`config.mk`:
```
export PLATFORM = sky130hd
export DESIGN_NAME = sr_latch_ctrl
export DESIGN_NICKNAME = d
export VERILOG_FILES = /design/src/rtl/sr_latch_ctrl.sv
export SDC_FILE = /design/constraint.sdc
export NUM_CORES = 1
export LEC_CHECK = 0
export BUFFER_PORTS_ARGS = -buffer_cell sky130_fd_sc_hd__buf_2
export CAP_MARGIN = 20
export CORE_MARGIN = 2
export CORE_UTILIZATION = 55
export CTS_BUF_LIST = sky130_fd_sc_hd__clkbuf_4 sky130_fd_sc_hd__clkbuf_8
export CTS_CLUSTER_SIZE = 10
export DETAILED_ROUTE_END_ITERATION = 12
export GPL_TIMING_DRIVEN = 0
export HOLD_SLACK_MARGIN = 0.05
export PLACE_DENSITY_LB_ADDON = 0.25
export SLEW_MARGIN = 25
export SYNTH_ARGS = -nofsm -noshare
export SYNTH_HDL_FRONTEND = slang
export SYNTH_SLANG_ARGS = --single-unit
```
`constraint.sdc`:
```
create_clock -name clk -period 6.2 [get_ports clk]
set_clock_uncertainty 0.2 [all_clocks]
set_input_delay 0.93 -clock clk [delete_from_list [all_inputs] [get_ports clk]]
set_output_delay 0.93 -clock clk [all_outputs]
set_load 0.02 [all_outputs]
```
`src/rtl/sr_latch_ctrl.sv`:
```
// Purpose: arbitrates requesters A/B onto one NOR SR latch, pulses S or R, reads Q back through a 2-flop synchronizer.
// Latency: grant in cycle 0, S/R high in cycles 1..PULSE_W, ack in cycle PULSE_W+SETTLE_W+1, IDLE the cycle after.
// Backpressure: a requester holds req/op until its ack; requests arriving while busy wait in IDLE arbitration.
//
// Optional feature macro: SR_SKIP_REDUNDANT_EN (when defined, an op that matches latch_state acks in cycle 1 without pulsing).
//
// Ports:
//   clk, rst_n          - clock (rising edge), asynchronous active-low reset
//   req_a/op_a/ack_a    - requester A: request, op (1 = set, 0 = reset), one-cycle completion strobe
//   req_b/op_b/ack_b    - requester B: same as A
//   err                 - valid with ack_a/ack_b: read-back Q disagrees with the requested op
//   busy                - high whenever the FSM is not in IDLE
//   S, R                - registered latch drives, never high together
//   Q                   - latch output, asynchronous to clk
//   latch_state         - Q after the 2-flop synchronizer
module sr_latch_ctrl #(
    parameter int PULSE_W  = 2,
    parameter int SETTLE_W = 3
) (
    input  logic clk,
    input  logic rst_n,
    input  logic req_a,
    input  logic op_a,
    output logic ack_a,
    input  logic req_b,
    input  logic op_b,
    output logic ack_b,
    output logic err,
    output logic busy,
    output logic S,
    output logic R,
    input  logic Q,
    output logic latch_state
);

    typedef enum logic [1:0] {
        IDLE   = 2'd0,
        PULSE  = 2'd1,
        SETTLE = 2'd2,
        DONE   = 2'd3
    } state_t;

    state_t     state;
    logic [7:0] cnt;
    logic       op_q;      // captured op of the granted requester
    logic       id_q;      // granted requester: 1 = B, 0 = A
    logic       last_b;    // 1 = B was granted last, so A wins the next tie
    logic       sync1;

    logic       any_req;
    logic       grant_b;
    logic       next_op;
    logic       skip;

    // Round-robin: a lone request wins outright; on a tie the side not granted last wins.
    always_comb begin
        any_req = req_a | req_b;
        grant_b = req_b & (~req_a | ~last_b);
        next_op = grant_b ? op_b : op_a;
    end

`ifdef SR_SKIP_REDUNDANT_EN
    // Latch already holds the requested value: no pulse needed.
    assign skip = (next_op == latch_state);
`else
    assign skip = 1'b0;
`endif

    // Two-flop synchronizer on the asynchronous latch output; runs in every state.
    always_ff @(posedge clk or negedge rst_n) begin
        if (!rst_n) begin
            sync1       <= 1'b0;
            latch_state <= 1'b0;
        end else begin
            sync1       <= Q;
            latch_state <= sync1;
        end
    end

    always_ff @(posedge clk or negedge rst_n) begin
        if (!rst_n) begin
            state  <= IDLE;
            cnt    <= 8'd0;
            op_q   <= 1'b0;
            id_q   <= 1'b0;
            last_b <= 1'b1;
            S      <= 1'b0;
            R      <= 1'b0;
            ack_a  <= 1'b0;
            ack_b  <= 1'b0;
            err    <= 1'b0;
            busy   <= 1'b0;
        end else begin
            // Strobes are single-cycle; only the transition into DONE raises them.
            ack_a <= 1'b0;
            ack_b <= 1'b0;
            err   <= 1'b0;
            case (state)
                IDLE: begin
                    if (any_req) begin
                        op_q   <= next_op;
                        id_q   <= grant_b;
                        last_b <= grant_b;
                        busy   <= 1'b1;
                        if (skip) begin
                            state <= DONE;
                            ack_a <= ~grant_b;
                            ack_b <= grant_b;
                        end else begin
                            state <= PULSE;
                            cnt   <= 8'(PULSE_W - 1);
                            S     <= next_op;
                            R     <= ~next_op;
                        end
                    end
                end
                PULSE: begin
                    if (cnt == 8'd0) begin
                        S     <= 1'b0;
                        R     <= 1'b0;
                        cnt   <= 8'(SETTLE_W - 1);
                        state <= SETTLE;
                    end else begin
                        cnt <= cnt - 8'd1;
                    end
                end
                SETTLE: begin
                    if (cnt == 8'd0) begin
                        // Read-back is the synchronized Q seen in the last settle
                        // cycle; SETTLE_W >= 2 lets the pulse reach latch_state first.
                        state <= DONE;
                        ack_a <= ~id_q;
                        ack_b <= id_q;
                        err   <= (latch_state != op_q);
                    end else begin
                        cnt <= cnt - 8'd1;
                    end
                end
                DONE: begin
                    state <= IDLE;
                    busy  <= 1'b0;
                end
                default: begin
                    state <= IDLE;
                    busy  <= 1'b0;
                    S     <= 1'b0;
                    R     <= 1'b0;
                end
            endcase
        end
    end

endmodule

```
==> reports/qor.csv <==
metric;value;unit
Largest stage delay, worst path;0.55;ns
syn_nets;120;
initial antenna violation count;0;
Overall Power;0.000665;W
first-pass GRT wire length;3840;um
CP max-delay cell;nor3b_1;
worst hold-check path type;reg -> reg;
Crit Path Class;reg -> reg;
distinct cell type count after synthesis;39;
RSZ-0062 raised after global routing;no;
DR vias;886;
layout net count;138;
Synth Cell Area;0.00112;sq mm
Final min period;2.34;ns
Adder-Cell Fraction of Synth Area;6.68;%
clock tree buffer depth;2;
Max FO, Critical Path;10;
count leader, synth;dfrtp_1;
fraction of layout cells with a size suffix above 1;21.0;%
DIE WIDTH;49.2;um
die area;0.00242;sq mm
remaining global-route overflow;0;
Initial Util;57.9;%
Cells after DPL;147;
Syn Area/Cell;10.5;sq um
largest net degree at the start of global routing;22;
Synth top cells by count;dfrtp_1 (20), inv_1 (12), nand2_1 (7), nor2_1 (7), ha_1 (6);
H-Tree Depth;1;
Crit path top cell by count;buf_2;
Setup crit start kind;flip-flop;
setup tns final;0;ns
die height;49.2;um
Initial DRT Pass Iterations;4;
critical path required time;6.21;ns
Clock Pin Slew Worst Setup and Hold Paths;0.12;ns
cts bufs inserted;3;
post-cts resize count;0;
Post-DP HPWL;1630;um
Post-synth EDFFs;0;
post-synthesis mux area share;3.12;%
main combinational cell family by area after synthesis;compound AO/OA/AOI/OAI gates;
Filler cells;169;
port bufs;13;
share of the synthesized area in the top cell type;44.5;%
final hold vios;0;
Worst setup EP type;flip-flop;
routed len/inst;14.4;um
Max Cap Viol;0;
IO Pins;14;
Cells after Synth;107;
Synth area leader;dfrtp_1;
vias in the first global route;842;
Synth Register Bits;21;
sequential share of the synthesized area;46.9;%
Avg Vias per Cell;5.87;
endpoints failing setup;0;
Place WS;3.71;ns
Leak Pwr;0.584;nW
clk_lat worst skew;0.32;ns
CTS tree;yes;
Simple-Gate Fraction of Synth Area;15.4;%
row count;16;
final RePlAce weighted congestion;0.801;
setup repair bufs after CTS;0;
CTS Root Cell;clkbuf_4;
Layout area overhead;11.2;%
xor/xnor share of the synthesized area;0.780;%
# DRC;0;
ant diodes;0;
initial drt markers;8;
PwrDens;532;mW/mm^2
Ys Warns;0;
part of the cycle the worst path needs;37.7;%
post-synthesis compound-gate area fraction;22.3;%
status;complete, no violations;
clock sink total;21;
Final Instance Count excl. Fillers;151;
CP arrival;2.35;ns
Least-Margin Pin Slew;0.626;ns
Peak VDD IR;0.271;mV
Seq. cell area;527;sq um
final worst setup slack;3.86;ns
Post-synth ARST share;100;%
hold_buf cts;0;
CP cell instances;inv_1, ha_1, buf_2, nor3b_1, a211oi_1, buf_2, nand2b_1, o311ai_0;
Total GRT Usage;21.3;%
dpl cell area;0.00122;sq mm
Post-DRT Antenna Nets;0;
area of all placed cells without fillers;0.00125;sq mm
top post-synthesis cells by area;dfrtp_1 (45%), ha_1 (6.7%), inv_1 (4.0%);
WL final;2170;um
Multi-input gate area;542;sq um
Final Slew Violations;0;
core area;0.00194;sq mm
Fmax;427;MHz
ys flop type;dfrtp_1;
worst slew margin relative to its limit;58.2;%
logic make-up (layout without fill, tap and decap cells):
| family | count (synthesis) | count (layout) |
|---|---|---|
| and+or+nand+nor | 29 | 29 |
| muxes | 3 | 3 |
| DFF | 21 | 21 |
| adders and majority gates | 6 | 6 |
| xor gates and xnor gates | 1 | 1 |
| AOI/OAI and AO/OA | 33 | 33 |
| buffers and inverters | 14 | 31 |
layout by cell type, fill, tap and decap left out, drive strengths merged, types with 3 or more instances in the layout:
cell type   n
ha          6
a21oi       3
a31oi       4
buf        15
o311ai      5
nor2        7
dfrtp      20
o21ai       5
nand2       7
clkbuf      3
inv        12
routing by layer:
layer	track usage, %	vias to the layer above	wire (um)
met3	2.76	5	71
met1	24.5	427	935
met4	10.0	0	43
met2	38.7	15	1120
li1	-	439	-
met5	0	-	0
sequential cells by signal, indices dropped and copies added, names as in the netlist:
signal,flops
sync1,1
last_b,1
R,1
err,1
id_q,1
cnt,8
S,1
ack_a,1
op_q,1
busy,1
ack_b,1
state,2
latch_state,1
report_power, final:
| group | leakage, nW | internal (W) | switching (W) |
|---|---|---|---|
| sequential | 0.267 | 0.000187 | 0.0000420 |
| clock | 0.0177 | 0.0000242 | 0.0000434 |
| combinational | 0.299 | 0.000155 | 0.000213 |
| total | 0.584 | 0.000367 | 0.000298 |
stage by stage:
| stage | utilization (%) | hold WS [ns] |
|---|---|---|
| after global placement | 63.0 | 0.134 |
| after global routing | 64.4 | 0.182 |
| after floorplan | - | 0.131 |
| after CTS | 64.4 | 0.167 |
| after detailed placement | 63.0 | 0.140 |
| final | 64.4 | 0.163 |
cell type report:
cell class                 count  share of cell area [%]
timing repair buffer          13                    5.21
multi-input combinational     72                    43.3
tap                           27                    2.70
sequential                    21                    42.1
inverter                      12                    3.60
clock buffer                   3                    1.80
buffer                         2                   0.801
clock inverter                 1                   0.400
critical path: cells and delay by family, from the launching register on:
family	cells	cell delay (ns)
AND/OR/NAND/NOR	2	0.70
flip-flops	1	0.44
AO/OA/AOI/OAI	2	0.23
buffers and inverters	3	0.51
adder cells (fa/ha/maj)	1	0.14
path summary, 6_finish.rpt:
path | slack, ns | to | start | cells after the start
max | 3.86 | cnt[2] | state[1] | 8
min | 0.16 | latch_state | sync1 | 0
max reg2reg | 3.86 | cnt[2] | state[1] | 8
min reg2reg | 0.16 | latch_state | sync1 | 0
max in group asynchronous | 5.09 | last_b | rst_n | 1
min in group asynchronous | 0.35 | cnt[7] | rst_n | 1
Power figures use the tool's default switching activity.
